--- config.mk ---
export PLATFORM = sky130hd
export DESIGN_NAME = pulse_arbiter_flat
export DESIGN_NICKNAME = d
export VERILOG_FILES = /design/src/rtl/pulse_arbiter_if.sv /design/src/rtl/pulse_arbiter.sv /design/src/flat_wrapper.sv
export SDC_FILE = /design/constraint.sdc
export NUM_CORES = 1
export LEC_CHECK = 0
export CAP_MARGIN = 20
export CORE_MARGIN = 1.5
export CORE_UTILIZATION = 56
export CTS_BUF_LIST = sky130_fd_sc_hd__clkbuf_16
export CTS_CLUSTER_SIZE = 25
export DETAILED_ROUTE_END_ITERATION = 10
export GPL_TIMING_DRIVEN = 1
export PLACE_DENSITY = 0.83
export RECOVER_POWER = 50
export SYNTH_ARGS = -nofsm -noshare
export SYNTH_HDL_FRONTEND = slang
export SYNTH_SLANG_ARGS = --single-unit
--- constraint.sdc ---
create_clock -name clk -period 4.3 [get_ports clk]
set_input_delay 1.29 -clock clk [delete_from_list [all_inputs] [get_ports clk]]
set_output_delay 1.29 -clock clk [all_outputs]
set_load 0.005 [all_outputs]
--- src/rtl/pulse_arbiter_if.sv ---
// Request/grant bundle between requesters, the shared resource and the arbiter.
// master drives raw request levels and done; slave is the arbiter.
interface pulse_arbiter_if #(
    parameter int NREQ = 4
);
    logic [NREQ-1:0]         sig;
    logic                    done;
    logic                    start;
    logic [$clog2(NREQ)-1:0] sel;
    logic                    active;
    logic [NREQ-1:0]         pending;
    logic                    timeout;

    modport master (
        output sig, done,
        input  start, sel, active, pending, timeout
    );

    modport slave (
        input  sig, done,
        output start, sel, active, pending, timeout
    );
endinterface

--- src/rtl/pulse_arbiter.sv ---
// Edge-detecting round-robin arbiter for one shared resource; start follows a request edge by 2 cycles.
// No backpressure: a grant is released by done or abandoned after TIMEOUT wait cycles.
module pulse_arbiter #(
    parameter int NREQ    = 4,
    parameter int TIMEOUT = 255
) (
    input  logic             clk,
    input  logic             reset,
    pulse_arbiter_if.slave   bus
);
    localparam int SW = $clog2(NREQ);
    localparam logic [7:0] TLAST = 8'(TIMEOUT - 1);

    typedef enum logic [1:0] {
        S_IDLE  = 2'd0,
        S_GRANT = 2'd1,
        S_WAIT  = 2'd2
    } state_t;

    state_t          state_q, state_d;
    logic [NREQ-1:0] q1_q, q2_q, pending_q, pending_d;
    logic [NREQ-1:0] ev, clr;
    logic [SW-1:0]   sel_q, sel_d, last_q, last_d, win, idx;
    logic            found;
    logic [7:0]      cnt_q, cnt_d;
    logic            start_q, start_d, timeout_q, timeout_d, active_q, active_d;

    assign ev = q1_q & ~q2_q;

    // Round-robin search starting just after the last winner; index arithmetic wraps naturally.
    always_comb begin
        win   = last_q;
        found = 1'b0;
        idx   = last_q;
        for (int k = 1; k <= NREQ; k++) begin
            idx = last_q + SW'(k);
            if (!found && pending_q[idx]) begin
                win   = idx;
                found = 1'b1;
            end
        end
    end

    always_comb begin
        state_d   = state_q;
        sel_d     = sel_q;
        last_d    = last_q;
        cnt_d     = cnt_q;
        start_d   = 1'b0;
        timeout_d = 1'b0;
        clr       = '0;
        case (state_q)
            S_IDLE: begin
                if (found) begin
                    sel_d    = win;
                    last_d   = win;
                    clr[win] = 1'b1;
                    start_d  = 1'b1;
                    state_d  = S_GRANT;
                end
            end
            S_GRANT: begin
                cnt_d   = '0;
                state_d = S_WAIT;
            end
            S_WAIT: begin
                if (bus.done) begin
                    state_d = S_IDLE;
                end else if (cnt_q == TLAST) begin
                    timeout_d = 1'b1;
                    state_d   = S_IDLE;
                end else begin
                    cnt_d = cnt_q + 8'd1;
                end
            end
            default: state_d = S_IDLE;
        endcase
        active_d  = (state_d != S_IDLE);
        // A fresh edge in the same cycle as the grant clear keeps the request alive.
        pending_d = (pending_q & ~clr) | ev;
    end

    always_ff @(posedge clk) begin
        if (!reset) begin
            state_q   <= S_IDLE;
            q1_q      <= '0;
            q2_q      <= '0;
            pending_q <= '0;
            cnt_q     <= '0;
            sel_q     <= '0;
            last_q    <= SW'(NREQ - 1);
            start_q   <= 1'b0;
            timeout_q <= 1'b0;
            active_q  <= 1'b0;
        end else begin
            state_q   <= state_d;
            q1_q      <= bus.sig;
            q2_q      <= q1_q;
            pending_q <= pending_d;
            cnt_q     <= cnt_d;
            sel_q     <= sel_d;
            last_q    <= last_d;
            start_q   <= start_d;
            timeout_q <= timeout_d;
            active_q  <= active_d;
        end
    end

    assign bus.start   = start_q;
    assign bus.sel     = sel_q;
    assign bus.active  = active_q;
    assign bus.pending = pending_q;
    assign bus.timeout = timeout_q;
endmodule

--- src/flat_wrapper.sv ---
// flat-port wrapper written by rule: the top's interface ports become plain ports
module pulse_arbiter_flat 
#(
    parameter int NREQ    = 4,
    parameter int TIMEOUT = 255
)
  (clk, reset, bus_sig, bus_done, bus_start, bus_sel, bus_active, bus_pending, bus_timeout);
  pulse_arbiter_if #(.NREQ(NREQ)) bus_i ();
  input  logic clk;
  input  logic reset;
  input wire logic [$bits(bus_i.sig)-1:0] bus_sig;
  input wire logic [$bits(bus_i.done)-1:0] bus_done;
  output wire logic [$bits(bus_i.start)-1:0] bus_start;
  output wire logic [$bits(bus_i.sel)-1:0] bus_sel;
  output wire logic [$bits(bus_i.active)-1:0] bus_active;
  output wire logic [$bits(bus_i.pending)-1:0] bus_pending;
  output wire logic [$bits(bus_i.timeout)-1:0] bus_timeout;
  assign bus_i.sig = bus_sig;
  assign bus_i.done = bus_done;
  assign bus_start = bus_i.start;
  assign bus_sel = bus_i.sel;
  assign bus_active = bus_i.active;
  assign bus_pending = bus_i.pending;
  assign bus_timeout = bus_i.timeout;
  pulse_arbiter #(.NREQ(NREQ), .TIMEOUT(TIMEOUT)) u_core (.clk(clk), .reset(reset), .bus(bus_i));
endmodule
## Word-level counts from Yosys, hierarchy flattened

Index checks and enable logic that the tools add are counted.

- Input bits: 7
- Output and inout port bits: 9
- Bits in registers: 29

- Eq/ne operators: 5
- Bitwise logic cells: 7
- $add $sub $neg: 4
- Muxes and demuxes: 29
- Reduce and logical (&&, ||, !) cells: 14
- Order comparisons: 6

Operator list:

| kind | number |
|---|---|
| 8-bit two-way mux | 2 |
| 8-bit one-hot mux with 2 select lines | 1 |
| 2-bit by 3-bit < comparator with 1-bit output (second input constant) | 5 |
| 2-bit two-way mux | 7 |
| 1-bit two-way mux | 11 |
| 8-bit by 1-bit adder with 8-bit output (second input constant) | 1 |
| 4-bit bitwise AND | 2 |
| 1-bit binary-select mux with 2-bit select | 4 |
| 8-bit equality test (second input constant) | 1 |
| 4-bit two-way mux | 2 |
| 4-bit inverter | 2 |
| 2-bit one-hot mux with 3 select lines | 1 |
| 2-bit adder (second input constant) | 2 |
| 1-bit logical AND | 4 |
| 2-bit inequality test (second input constant) | 2 |
| 4-bit bitwise OR | 1 |
| 2-bit AND reduction | 2 |
| 2-bit nonzero test | 2 |
| 1-bit logical NOT | 3 |
| 3-bit AND reduction | 1 |
| 3-bit OR reduction | 1 |
| 2-bit by 1-bit adder with 2-bit output (second input constant) | 1 |
| 1-bit demux with 2-bit select | 1 |
| 2-bit by 1-bit equality test with 1-bit output (second input constant) | 1 |
| other kinds (4) | 5 |

## Longest topological paths before layout

Gate-level depths: netlist of the first run.

- Depth in word-level cells: 22
- Mapped depth: 7
- Depth with buffers taken out: 7

## Worst setup path before layout of the first run

Ideal clock, no wire load.

- Path type: in2reg
- Start: input bus_done
- End: register u_core.cnt_q[4]
- Setup time: 128 ps
- Data required time: 4172 ps
- Buffers on the path: 0
- Arrival: 2145 ps
- Stages: 5
- Slack: 2027 ps
- Path through: o21a_1 a211oi_4 nand4_1 xor2_1 nor2_1

- Longest elaborated chain between the ends: 2

Ends and longest elaborated chain:

| what | RTL line | source |
|---|---|---|
| start: declaration | flat_wrapper.sv:12 | `input wire logic [$bits(bus_i.done)-1:0] bus_done;` |
| 2-bit inequality test (no line) | n/a |  |
| 3-bit AND reduction (no line) | n/a |  |
| end signal: assignment | pulse_arbiter.sv:100 | `cnt_q <= cnt_d;` |
| end: declaration | pulse_arbiter.sv:25 | `logic [7:0] cnt_q, cnt_d;` |

No other way between the ends.
A chain may end at the register's enable or synchronous reset.

## Final worst setup path of the first run

- Start: input bus_done
- End: register u_core.cnt_q[7]

The elaborated chain is that of the path after synthesis.

==> results of run 1 <==
kinds of logic after synthesis:
kind of cell    count (synthesis)  synth area share [%]
compound gates                 23                  13.5
xor+xnor                        6                  4.58
fa+ha+maj                       2                  2.18
buf+inv                         7                  2.29
flops                          29                  50.6
simple gates                   61                  26.8
layout make-up:
| type | count | share of cell area (%) |
|---|---|---|
| clock buffer | 5 | 8.64 |
| clock inverter | 3 | 0.778 |
| inverter | 5 | 1.30 |
| multi-input combinational | 92 | 36.5 |
| sequential | 29 | 40.1 |
| tap | 27 | 2.33 |
| timing repair buffer | 15 | 10.4 |
power by group:
part / internal, mW / total [mW] / leakage [nW] / switching [mW]
clock network: 0.206 / 0.313 / 0.0776 / 0.107
logic: 0.0461 / 0.0980 / 0.251 / 0.0519
registers: 0.291 / 0.307 / 0.238 / 0.0165
total: 0.543 / 0.718 / 0.567 / 0.175
sequential cells by signal, indices dropped and copies added (netlist names):
name                count
u_core.bus.sel          2
u_core.bus.active       1
u_core.bus.start        1
u_core.q1_q             4
u_core.q2_q             4
u_core.cnt_q            8
u_core.state_q          2
u_core.bus.timeout      1
u_core.last_q           2
u_core.bus.pending      4
through the flow:
step           area, µm²  worst slack [ns]  instances  total power, mW
6_report            1450              1.06        176            0.718
3_5_place_dp        1320              1.44        168            0.411
5_1_grt             1450             0.938        176            0.750
2_1_floorplan       1150              2.03        128            0.367
4_1_cts             1460              1.72        176            0.726
3_3_place_gp        1320              1.52        168            0.407
metal layers:
metal | vias up | GRT usage (%) | share of wire (%)
met5 | - | 0 | 0
met4 | 0 | 13.0 | 2.7
met3 | 10 | 12.6 | 7.1
met2 | 37 | 37.4 | 48
met1 | 423 | 27.2 | 42
li1 | 470 | - | -
path summary, 6_finish.rpt:
path,startpoint,to,slack (ns),cells after the start
worst max-delay path,bus_done,u_core.cnt_q[7],1.06,6
worst min register to register,u_core.q1_q[1],u_core.q2_q[1],0.47,1
worst max register to register,u_core.cnt_q[0],u_core.cnt_q[7],1.94,7
worst min-delay path,u_core.q1_q[1],u_core.q2_q[1],0.47,1
worst max-delay path: stages:
cell           delay (ns)
dlygate4sd3_1        0.55
o21a_1               0.18
a211oi_1             0.84
nand3_1              0.25
xor2_1               0.22
nor2_1               0.06
Yosys cell counts:
| cell type | count | area [µm²] |
|---|---|---|
| o21a_1 | 4 | 30.0 |
| o21ai_1 | 1 | 5.00 |
| a31oi_1 | 2 | 12.5 |
| a211o_1 | 1 | 8.76 |
| nor2b_1 | 6 | 37.5 |
| nand2_1 | 6 | 22.5 |
| and2_1 | 12 | 75.1 |
| o31ai_1 | 1 | 7.51 |
| dfxtp_1 | 29 | 581 |
| nor4_1 | 1 | 6.26 |
| nand3_1 | 6 | 30.0 |
| nor2_1 | 23 | 86.3 |
| and4_1 | 1 | 8.76 |
| a21oi_1 | 2 | 10.0 |
| a211oi_4 | 1 | 20.0 |
| xor2_1 | 6 | 52.6 |
| nor3_1 | 1 | 5.00 |
| nand2b_1 | 2 | 12.5 |
| nand4_1 | 2 | 12.5 |
| o22ai_1 | 1 | 6.26 |
| ha_1 | 2 | 25.0 |
| and4_4 | 1 | 11.3 |
| o211ai_1 | 1 | 7.51 |
| o21ai_0 | 8 | 40.0 |
| inv_1 | 5 | 18.8 |
| clkbuf_1 | 2 | 7.51 |
| a21boi_1 | 1 | 7.51 |
==> out/metrics.cfg, run 1 <==
[sta]
fin_skew_ns=0.00297
final_hold_viol_count=0
hold_slack_ns=0.466
finalSetupViolations=0
part_of_the_cycle_the_worst_path_needs_pct=75.3
worst_pin_slew_ns=1.02
max_slew_margin_pct=31.3
fmax_mhz=309
timing_max_transition_violations_final=0
min_period_ns=3.24
setup_tns_ns=0
setup_repair_after_global_routing_missed_its_margin=false

[pwr]
static-leakage-power_nw=0.567
power.ir.vdd_worst_v=0.000450
pwr_density_cell_nw_per_um2=496

[global_routing]
grt_util_all_layers_pct=24.3
number_of_global_route_vias_before_repair=815
maximum_number_of_pins_on_one_net_before_global_route_repair=25
grt_pass1_wl_mm=3.67
globalRoute.totalOverflow=0
antenna_found_initial=0

[cells_and_area]
multi_input_area_um2=528
diodes=0
fillCellCount=156
design.final.nets=157
final_core_util_pct=74.5
area_growth_pct=26.2
final_layout_size_suffix_gt1_share_pct=4.03
mostFrequentLayoutCell=dfxtp_1
most-common-layout-cells=dfxtp_1, nor2_1, clkdlybuf4s50_1
final-seq-area_um2=581

[worst_setup_path]
cp_data_required_time_ns=4.44
worst-path-max-fanout=10
critical_path.startpoint_type=primary input
timing.critical_path.arrival_ns=3.38
timing.critical_path.to_type=register
critical_path_class=in2reg

[clock_network]
tritoncts_clock_tree=yes
tritoncts.num_buffers=5
ctsLongestPathBuffers=2
clock_insertion_delay_at_the_later_pin_of_the_skew_report_ns=0.27
root_buffer=clkbuf_16
post_cts_resize_count=0
postCtsHoldBufs=0
htree_num_levels=2
cts_num_sinks=29
post-cts-setup-buffer-count=0
worst_setup_hold_path_clk_slew_ns=0.05

[routing]
via_count=940
ant_nets=0
routedWlPerCell_um=13.7
first_pass_iters=4
remaining_drc_errors=0
viasPerCell=5.34
drt-total-wl_mm=2.41
first_iter_violations=26

[placed_design]
hpwlAfterDp_mm=1.58
io_buffer_count=15
gp_congestion=0.867

[synth]
synth_fp_nets=137
syn_area_per_cell_um2=8.96
synth_cells=128
synth_seq_cells=29
synth_sequential_area_ratio_pct=50.6
post_synth_instance_area_um2=1150
synthesis.yosys.warnings=0
synth_cell_type_count=27

[die]
die-width_um=48.3
floorplan.rows=16
placeableCoreArea_um2=1940
floorplan.io_pins=16
dieHeight_um=48.3
design.die.area_um2=2330
starting_density_pct=59.1

[flow_run]
drv_cap=0

[worst_hold_path]
hold_class=reg2reg

[status]
status=finished, final reports clean

(Power assumes the default switching activity.)
==> run 2, diff against run 1 <==
--- a/config.mk
+++ b/config.mk
@@ -7,12 +7,12 @@
 export LEC_CHECK = 0
 export CAP_MARGIN = 20
 export CORE_MARGIN = 1.5
-export CORE_UTILIZATION = 56
+export CORE_UTILIZATION = 47
 export CTS_BUF_LIST = sky130_fd_sc_hd__clkbuf_16
 export CTS_CLUSTER_SIZE = 25
 export DETAILED_ROUTE_END_ITERATION = 10
 export GPL_TIMING_DRIVEN = 1
-export PLACE_DENSITY = 0.83
+export PLACE_DENSITY = 0.75
 export RECOVER_POWER = 50
 export SYNTH_ARGS = -nofsm -noshare
 export SYNTH_HDL_FRONTEND = slang
==> constraint.sdc (replaced) <==
create_clock -name clk -period 2.8 [get_ports clk]
set_input_delay 0.84 -clock clk [delete_from_list [all_inputs] [get_ports clk]]
set_output_delay 0.84 -clock clk [all_outputs]
set_load 0.005 [all_outputs]
==> run 2 against run 1 <==
Against the previous run:
- setup slack worse by 0.35 ns
- via count is 2.9% lower
- sequential power is 53% higher
- cell area is 1.3% higher
- clock skew hardly changed
- non-clock buffer count is 1 higher
- clock power is 54% higher
- power is 54% higher
- die area is 18% higher
- critical path depth stayed put
- register-to-register slack worse by 0.89 ns
==> out/metrics.cfg, run 2 (synthesis gave the netlist of run 1 again) <==
[status]
status=finished, final reports clean

[cells_and_area]
largest_register_by_flop_count=u_core.cnt_q
mostFrequentLayoutCell=dfxtp_1
most-common-layout-cells=dfxtp_1, nor2_1, clkdlybuf4s50_1
largest_register_ff_count=8
final_layout_size_suffix_gt1_share_pct=5.33
diodes=0
design.final.nets=158
area_growth_pct=27.8

[die]
dieHeight_um=52.4
starting_density_pct=50.9
floorplan.io_pins=16
die-width_um=52.4
placeableCoreArea_um2=2250
design.die.area_um2=2750
floorplan.rows=17

[worst_setup_path]
timing.reg2reg.worst_path_depth=7
timing.critical_path.to_type=register
worst_path_cell_chain=clkdlybuf4s50_1, o21a_1, a211oi_4, nand4_1, xor2_1, nor2_1
r2r_slack_ns=1.05
max_stage_delay_cell_worst_path=clkdlybuf4s50_1
cp_data_required_time_ns=2.94
timing.rr.end=u_core.cnt_q[4]
critical_path_class=in2reg
critical_path.reg2reg.startpoint=u_core.cnt_q[0]
worst-path-max-fanout=10
critPathMaxStageDelay_ns=0.42
timing.critical_path.arrival_ns=2.22
critical_path.startpoint_type=primary input

[routing]
via_count=913
first_iter_violations=32
first_pass_iters=4
drt-total-wl_mm=2.09
remaining_drc_errors=0
routedWlPerCell_um=11.8
viasPerCell=5.13
ant_nets=0

[global_routing]
number_of_global_route_vias_before_repair=835
globalRoute.totalOverflow=0
grt_util_all_layers_pct=18.2
antenna_found_initial=0
maximum_number_of_pins_on_one_net_before_global_route_repair=16
grt_pass1_wl_mm=3.51

[pwr]
power.ir.vdd_worst_v=0.000542
pwr_density_cell_nw_per_um2=755
static-leakage-power_nw=0.561

[worst_hold_path]
holdPathEnd=u_core.q2_q[0]
hold_class=reg2reg
worst_hold_path.num_cells=1
hp-start=u_core.q1_q[0]

[clock_network]
post_cts_resize_count=0
tritoncts.num_buffers=5
post-cts-setup-buffer-count=0
tritoncts_clock_tree=yes
htree_num_levels=2
cts_num_sinks=29
worst_setup_hold_path_clk_slew_ns=0.05
clock_insertion_delay_at_the_later_pin_of_the_skew_report_ns=0.27
postCtsHoldBufs=0
ctsLongestPathBuffers=2
root_buffer=clkbuf_16

[sta]
worst_pin_slew_ns=0.640
fin_skew_ns=0.00329
part_of_the_cycle_the_worst_path_needs_pct=74.4
setup_tns_ns=0
max_slew_margin_pct=57.0
min_period_ns=2.08
final_hold_viol_count=0
finalSetupViolations=0
fmax_mhz=480
timing_max_transition_violations_final=0
setup_repair_after_global_routing_missed_its_margin=false
setup_ws_ns=0.716

[placed_design]
dpl_worst_slack_ns=0.438
io_buffer_count=15
gp_congestion=0.820
hpwlAfterDp_mm=1.44

[flow_run]
drv_cap=0

-- run 2: area by class of cell --
cell class              instances  area [µm²]
inverters                       5        18.8
repair buffers                 16         154
clock buffers                   5         125
well taps                      28        35.0
fillers                       192         788
clock inverters                 3        12.5
flip-flops and latches         29         581
multi-input cells              92         541
-- run 2: worst max-delay path by stage --
stage,from,end,depth (start not counted)
floorplan,bus_done,u_core.cnt_q[4],5
global placement,bus_done,u_core.cnt_q[4],6
detailed placement,bus_done,u_core.cnt_q[4],6
CTS,bus_done,u_core.cnt_q[7],6
global route,bus_done,u_core.cnt_q[4],6
finish,bus_done,u_core.cnt_q[4],6
-- run 2: report_power, final --
part           total (mW)  switching, mW  internal, mW  leakage, nW
clock network       0.483          0.164         0.319       0.0687
registers           0.471         0.0245         0.446        0.238
logic               0.153         0.0790        0.0742        0.254
-- run 2: critical path: cells and delay by family --
kind	cells	cell delay, ns
XOR/XNOR	1	0.15
AND/OR/NAND/NOR	2	0.21
buffers and inverters	1	0.42
AO/OA/AOI/OAI	2	0.60
-- run 2: per-layer routing --
metal	track usage, %	part of all wire (%)	up-vias
met5	0	0	-
met4	11.5	2.2	0
met3	8.57	5.5	4
met2	24.4	43	23
met1	23.0	49	415
li1	-	-	471
-- run 2: per-stage QoR --
step / power, mW / instances / cell area [µm²] / util (%) / hold slack [ns]
2_1_floorplan: 0.564 / 128 / 1150 / - / 0.421
3_3_place_gp: 0.628 / 170 / 1330 / 59.1 / 0.428
4_1_cts: 1.12 / 178 / 1470 / 65.2 / 0.451
5_1_grt: 1.16 / 178 / 1470 / 65.0 / 0.470
6_report: 1.11 / 178 / 1470 / 65.0 / 0.449
3_5_place_dp: 0.632 / 170 / 1330 / 59.1 / 0.438
